File: config.mk
export PLATFORM = sky130hd
export DESIGN_NAME = camera_config_sequencer
export DESIGN_NICKNAME = d
export VERILOG_FILES = /design/src/rtl/camera_config_sequencer.sv
export SDC_FILE = /design/constraint.sdc
export NUM_CORES = 1
export LEC_CHECK = 0
export BUFFER_PORTS_ARGS = -buffer_cell sky130_fd_sc_hd__buf_2
export CAP_MARGIN = 20
export CORE_ASPECT_RATIO = 2
export CORE_MARGIN = 2
export CORE_UTILIZATION = 31
export DETAILED_ROUTE_END_ITERATION = 16
export PLACE_DENSITY_LB_ADDON = 0.1
export SETUP_SLACK_MARGIN = 0.02
export SLEW_MARGIN = 20
export SYNTH_ARGS = -nofsm -noshare
export SYNTH_HDL_FRONTEND = slang
export SYNTH_SLANG_ARGS = --single-unit
File: constraint.sdc
create_clock -name clk -period 6.1 [get_ports clk]
set_clock_uncertainty 0.15 [all_clocks]
set_input_delay 1.525 -clock clk [delete_from_list [all_inputs] [get_ports clk]]
set_output_delay 1.525 -clock clk [all_outputs]
set_load 0.005 [all_outputs]
File: src/rtl/camera_config_sequencer.sv
// Turns the 13 exported camera settings into sensor register writes for the I2C write master.
// Full sweep after reset and after soft-reset release; afterwards only changed settings are rewritten.
module camera_config_sequencer #(
  parameter int POWERUP_CYCLES = 50000,
  parameter int ACK_TIMEOUT    = 65535,
  parameter int MAX_RETRY      = 3
) (
  input  logic        clk,
  input  logic        reset,
  input  logic        cam_soft_reset_n,
  input  logic [15:0] start_row,
  input  logic [15:0] start_column,
  input  logic [15:0] row_size,
  input  logic [15:0] column_size,
  input  logic [15:0] h_blanking,
  input  logic [15:0] v_blanking,
  input  logic [15:0] exposure,
  input  logic [15:0] row_mode,
  input  logic [15:0] column_mode,
  input  logic [15:0] green1_gain,
  input  logic [15:0] blue_gain,
  input  logic [15:0] red_gain,
  input  logic [15:0] green2_gain,
  output logic        wr_req,
  output logic [7:0]  wr_addr,
  output logic [15:0] wr_data,
  input  logic        wr_ack,
  input  logic        wr_err,
  output logic        busy,
  output logic        config_done,
  output logic        cfg_error
);

  localparam int NUM_ENTRIES = 13;
  localparam int IDX_W = 4;
  localparam int PWR_W = $clog2(POWERUP_CYCLES + 1);
  localparam int TMO_W = $clog2(ACK_TIMEOUT + 1);
  localparam int ATT_W = $clog2(MAX_RETRY + 2);

  typedef enum logic [2:0] {
    S_PWRUP,
    S_SCAN,
    S_REQ,
    S_WAIT,
    S_IDLE
  } state_t;

  state_t state, state_next;

  logic [15:0]            cfg_val [NUM_ENTRIES];
  logic [15:0]            shadow  [NUM_ENTRIES];
  logic [NUM_ENTRIES-1:0] dirty, dirty_next;
  logic [PWR_W-1:0]       pwr_cnt;
  logic [TMO_W-1:0]       tmo_cnt;
  logic [ATT_W-1:0]       attempt_cnt;
  logic                   soft_q;
  logic                   soft_rise;
  logic                   pick_valid;
  logic [IDX_W-1:0]       pick_idx;
  logic                   start_entry;
  logic                   retry;
  logic                   give_up;
  logic                   leave_wait;
  logic                   timed_out;

  assign cfg_val[0]  = start_row;
  assign cfg_val[1]  = start_column;
  assign cfg_val[2]  = row_size;
  assign cfg_val[3]  = column_size;
  assign cfg_val[4]  = h_blanking;
  assign cfg_val[5]  = v_blanking;
  assign cfg_val[6]  = exposure;
  assign cfg_val[7]  = row_mode;
  assign cfg_val[8]  = column_mode;
  assign cfg_val[9]  = green1_gain;
  assign cfg_val[10] = blue_gain;
  assign cfg_val[11] = red_gain;
  assign cfg_val[12] = green2_gain;

  function automatic logic [7:0] entry_addr(input logic [IDX_W-1:0] idx);
    case (idx)
      4'd0:    return 8'h01;
      4'd1:    return 8'h02;
      4'd2:    return 8'h03;
      4'd3:    return 8'h04;
      4'd4:    return 8'h05;
      4'd5:    return 8'h06;
      4'd6:    return 8'h09;
      4'd7:    return 8'h22;
      4'd8:    return 8'h23;
      4'd9:    return 8'h2B;
      4'd10:   return 8'h2C;
      4'd11:   return 8'h2D;
      4'd12:   return 8'h2E;
      default: return 8'h00;
    endcase
  endfunction

  assign soft_rise   = cam_soft_reset_n && !soft_q;
  assign busy        = (state != S_IDLE);
  assign config_done = (state == S_IDLE) && (dirty == '0);
  assign timed_out   = (tmo_cnt == TMO_W'(ACK_TIMEOUT));

  // Lowest-index dirty entry wins.
  always_comb begin
    pick_valid = 1'b0;
    pick_idx   = '0;
    for (int i = NUM_ENTRIES - 1; i >= 0; i--) begin
      if (dirty[i]) begin
        pick_valid = 1'b1;
        pick_idx   = IDX_W'(i);
      end
    end
  end

  always_comb begin
    state_next  = state;
    start_entry = 1'b0;
    retry       = 1'b0;
    give_up     = 1'b0;
    leave_wait  = 1'b0;
    case (state)
      S_PWRUP: begin
        if (pwr_cnt == PWR_W'(POWERUP_CYCLES - 1)) state_next = S_SCAN;
      end
      S_SCAN: begin
        if (pick_valid && cam_soft_reset_n) begin
          start_entry = 1'b1;
          state_next  = S_REQ;
        end else begin
          state_next = S_IDLE;
        end
      end
      S_REQ: begin
        state_next = S_WAIT;
      end
      S_WAIT: begin
        if (wr_ack && !wr_err) begin
          leave_wait = 1'b1;
          state_next = S_SCAN;
        end else if (wr_ack || timed_out) begin
          leave_wait = 1'b1;
          if (attempt_cnt <= ATT_W'(MAX_RETRY)) begin
            retry      = 1'b1;
            state_next = S_REQ;
          end else begin
            give_up    = 1'b1;
            state_next = S_SCAN;
          end
        end
      end
      S_IDLE: begin
        if ((dirty != '0) && cam_soft_reset_n) state_next = S_SCAN;
      end
      default: state_next = S_PWRUP;
    endcase
  end

  // wr_req drops for one cycle after every ack or timeout, so a retry is a fresh request edge.
  always_ff @(posedge clk) begin
    if (reset) begin
      state       <= S_PWRUP;
      pwr_cnt     <= '0;
      tmo_cnt     <= '0;
      attempt_cnt <= '0;
      soft_q      <= 1'b1;
      wr_req      <= 1'b0;
      wr_addr     <= '0;
      wr_data     <= '0;
      cfg_error   <= 1'b0;
    end else begin
      state  <= state_next;
      soft_q <= cam_soft_reset_n;
      if (state == S_PWRUP) pwr_cnt <= pwr_cnt + 1'b1;
      if (state == S_REQ) begin
        tmo_cnt <= '0;
      end else if (state == S_WAIT) begin
        tmo_cnt <= tmo_cnt + 1'b1;
      end
      if (start_entry || state == S_REQ) begin
        wr_req <= 1'b1;
      end else if (leave_wait) begin
        wr_req <= 1'b0;
      end
      if (start_entry) begin
        wr_addr     <= entry_addr(pick_idx);
        wr_data     <= cfg_val[pick_idx];
        attempt_cnt <= ATT_W'(1);
      end else if (retry) begin
        attempt_cnt <= attempt_cnt + 1'b1;
      end
      if (give_up) cfg_error <= 1'b1;
    end
  end

  // The entry being launched is excluded from change detect, since its shadow takes this very value.
  always_comb begin
    dirty_next = dirty;
    if (start_entry) dirty_next[pick_idx] = 1'b0;
    if (state != S_PWRUP) begin
      for (int i = 0; i < NUM_ENTRIES; i++) begin
        if ((cfg_val[i] != shadow[i]) && !(start_entry && (pick_idx == IDX_W'(i)))) begin
          dirty_next[i] = 1'b1;
        end
      end
    end
    if (soft_rise) dirty_next = '1;
  end

  always_ff @(posedge clk) begin
    if (reset) begin
      dirty <= '1;
      for (int i = 0; i < NUM_ENTRIES; i++) shadow[i] <= '0;
    end else begin
      dirty <= dirty_next;
      if (start_entry) shadow[pick_idx] <= cfg_val[pick_idx];
    end
  end

endmodule

==> flow_summary.toml <==
[yosys]
synth-main-ff-cell = "edfxtp_1"
synthesis.area_um2 = 15600
yosys-top-cells-count = "264 x nor2_1, 208 x edfxtp_1, 155 x nand3_1"
synthDominantCellAreaShare_pct = 40.1
synth-seq-cells = 283
yosys_warnings = 0
synth.largest_area_cell = "edfxtp_1"
synth.yosys.seq_area_share_pct = 49.7
async_reset_ff_share_pct = 0
syn-mean-instance-area_um2 = 9.85
ys_types = 68
synthTopCellsByArea = "edfxtp_1 40%, dfxtp_1 9.6%, xnor2_1 7.6%"
synth_most_common_cell = "nor2_1"
syn_inst = 1583
synth-edff-count = 208

[timing]
setup_violations = 0
min_period_over_period_pct = 67.2
slew_headroom_pct = 26.1
post-route-min-period_ns = 4.10
final.setup.tns_ns = 0
slew_violations = 0
setup_ws_ns = 2.00
finalHoldViolCount = 0
rsz0062_at_grt = "no"
fmax_mhz = 244
worstMarginPinSlew_ns = 1.11

[global_routing]
antenna_found_initial = 1
grt_pass1_wl_mm = 96.8
grt_usage_pct = 26.5
gr-total-overflow = 0
grt_pass1_vias = 13500
grt_max_degree = 97

[floorplan]
rows = 116
ios = 241
coreArea_um2 = 49900
start_util_pct = 31.2
die_w_um = 163
fp.dieH_um = 321
dieArea_um2 = 52200

[detailed_routing]
detail-route-antenna-nets = 0
wl_per_cell_um = 29.0
first_iter_violations = 1037
firstDrtPassIters = 6
vias = 13100
avgViaCountPerCell = 5.38
drt-total-wl_mm = 70.3
drc = 0

[pwr]
total_power_w = 0.00462
swShare_pct = 24.7
seqPwrFrac_pct = 46.6
irDropWorstVdd_uv = 229
internal_power_w = 0.00348
p_leak_nw = 6.55
power_density_nw_per_um2 = 255
p_switching_w = 0.00114
combPwrFrac_pct = 9.6
clockPowerShare_pct = 43.7

[layout]
antennaDiodeCount = 0
final_nets = 1978
drive_above_1_share_pct = 19.9
area_growth_pct = 16.2

[clock_tree]
post_cts_buffers = 0
cts_htree_levels = 1
clk_pin_slew_ns = 0.07
tritoncts = "yes"
cts_buffers = 30
post_cts_resized = 0
holdBufCountCts = 0
clk_path_buf_depth = 3
insertion_delay_ns = 0.59
cts_sinks = 283
root_buffer = "clkbuf_16"

[hold_path]
holdCritPathClass = "register to register"
worstHoldPathCells = 2

[outcome]
outcome = "completed"

[setup_path]
path_class = "register to register"
rr_worst_depth = 8
end_kind = "register"
cp-start-kind = "register"
cp.required_ns = 6.25
cp_cell_sequence = "nor2_2 > o31a_2 > buf_4 > nand3_1 > nand3_1 > a32oi_1 > o21a_1 > nor2_1"
cp_slowest_cell = "o21a_1"
critPathArrivalTime_ns = 4.25
cpPeakStageDelay_ns = 0.92
cp_max_fo = 48
crit_top_cell = "nand3_1"

[placement]
place_ws_ns = 1.98
place.gp.congestion = 1.01
dpl.hpwl_mm = 53.8
io_buffers = 237

[flow_run]
max_cap_viol_count = 0
-- per-layer routing --
| layer | track usage [%] | routed length (um) |
|---|---|---|
| met2 | 49.5 | 36900 |
| met3 | 3.38 | 3430 |
| met5 | 0 | 0 |
| met4 | 22.1 | 6980 |
| met1 | 25.5 | 23000 |
-- worst paths after layout --
path	start	end	slack, ns
hold reg to reg	tmo_cnt[1]	tmo_cnt[1]	0.33
setup / recovery	dirty[4]	shadow[0][9]	2.00
setup reg to reg	dirty[4]	shadow[0][9]	2.00
hold / removal	tmo_cnt[1]	tmo_cnt[1]	0.33
-- power by group through the flow --
| stage | Combinational [W] | Clock, W | Sequential, W |
|---|---|---|---|
| floorplan | 0.000214 | 0 | 0.00219 |
| global placement | 0.000446 | 0 | 0.00220 |
| detailed placement | 0.000447 | 0 | 0.00220 |
| CTS | 0.000448 | 0.00205 | 0.00216 |
| global route | 0.000469 | 0.00211 | 0.00216 |
| finish | 0.000445 | 0.00202 | 0.00216 |
-- per-stage QoR --
stage	hold slack, ns	cells	instance area (um2)	utilization, %
after floorplan	0.303	1585	15600	-
after global placement	0.295	2373	17000	34.1
after detailed placement	0.300	2373	17000	34.1
after CTS	0.328	2429	18100	36.3
after global routing	0.354	2429	18100	36.3
final	0.331	2429	18100	36.3
-- area by class of cell --
class                      count  area [um2]
multi-input combinational   1182        7170
fill                        5145       31800
tap                          649         812
timing repair buffer         250        1280
clock buffer                  37         818
sequential                   283        7750
inverter                       9        35.0
clock inverter                19         243
-- worst max-delay path, delay by kind of cell, from the launching register on --
family / cells / cell delay [ns]
AO/OA/AOI/OAI: 3 / 1.94
AND/OR/NAND/NOR: 4 / 0.70
flip-flops: 1 / 0.51
buffers and inverters: 1 / 0.43
-- layout by cell type (no fill, tap or decap), types with 4 or more instances in the layout --
master	Yosys	routed
nor2_1	264	263
buf_2	19	237
edfxtp_1	208	208
nand3_1	155	155
xnor2_1	136	136
o21ai_0	112	112
xor2_1	98	98
dfxtp_1	75	75
nand2_1	72	72
a21oi_1	54	53
nand4_1	42	42
clkbuf_16	0	31
nor4_1	30	30
a31oi_1	18	18
a21o_1	17	17
o22ai_1	16	16
nand2b_1	14	14
a32oi_1	13	13
buf_4	7	13
o21a_2	12	12
nor3_1	11	10
o21ai_1	9	9
o221ai_2	9	9
ha_1	9	9
inv_1	8	8
or2_2	8	8
or3_1	8	8
o221ai_1	8	8
nor2_2	6	7
clkinv_1	0	7
bufinv_16	0	6
nor2b_1	5	5
o21a_1	5	5
clkinv_2	1	5
and2_1	5	5
and3_1	4	4
clkbuf_1	58	4
-- logic make-up (layout without fill, tap and decap cells) --
kind of cell               count (synthesis)  count (layout)  share of synthesized area, %
DFF                                      283             283                          49.7
adders and majority gates                  9               9                         0.722
other                                      1               3                        0.0241
and+or+nand+nor                          637             637                          19.2
muxes                                      2               2                         0.128
xor gates and xnor gates                 234             234                          13.1
AOI/OAI and AO/OA                        297             297                          12.7
buffers and inverters                    120             315                          4.43
-- registers in the layout (all words and copies together) (netlist names) --
name,flops
shadow,208
pwr_cnt,16
tmo_cnt,16
wr_data,16
dirty,13
wr_addr,5
attempt_cnt,3
state,3
cfg_error,1
soft_q,1
wr_req,1
Power figures use the tool's default switching activity.
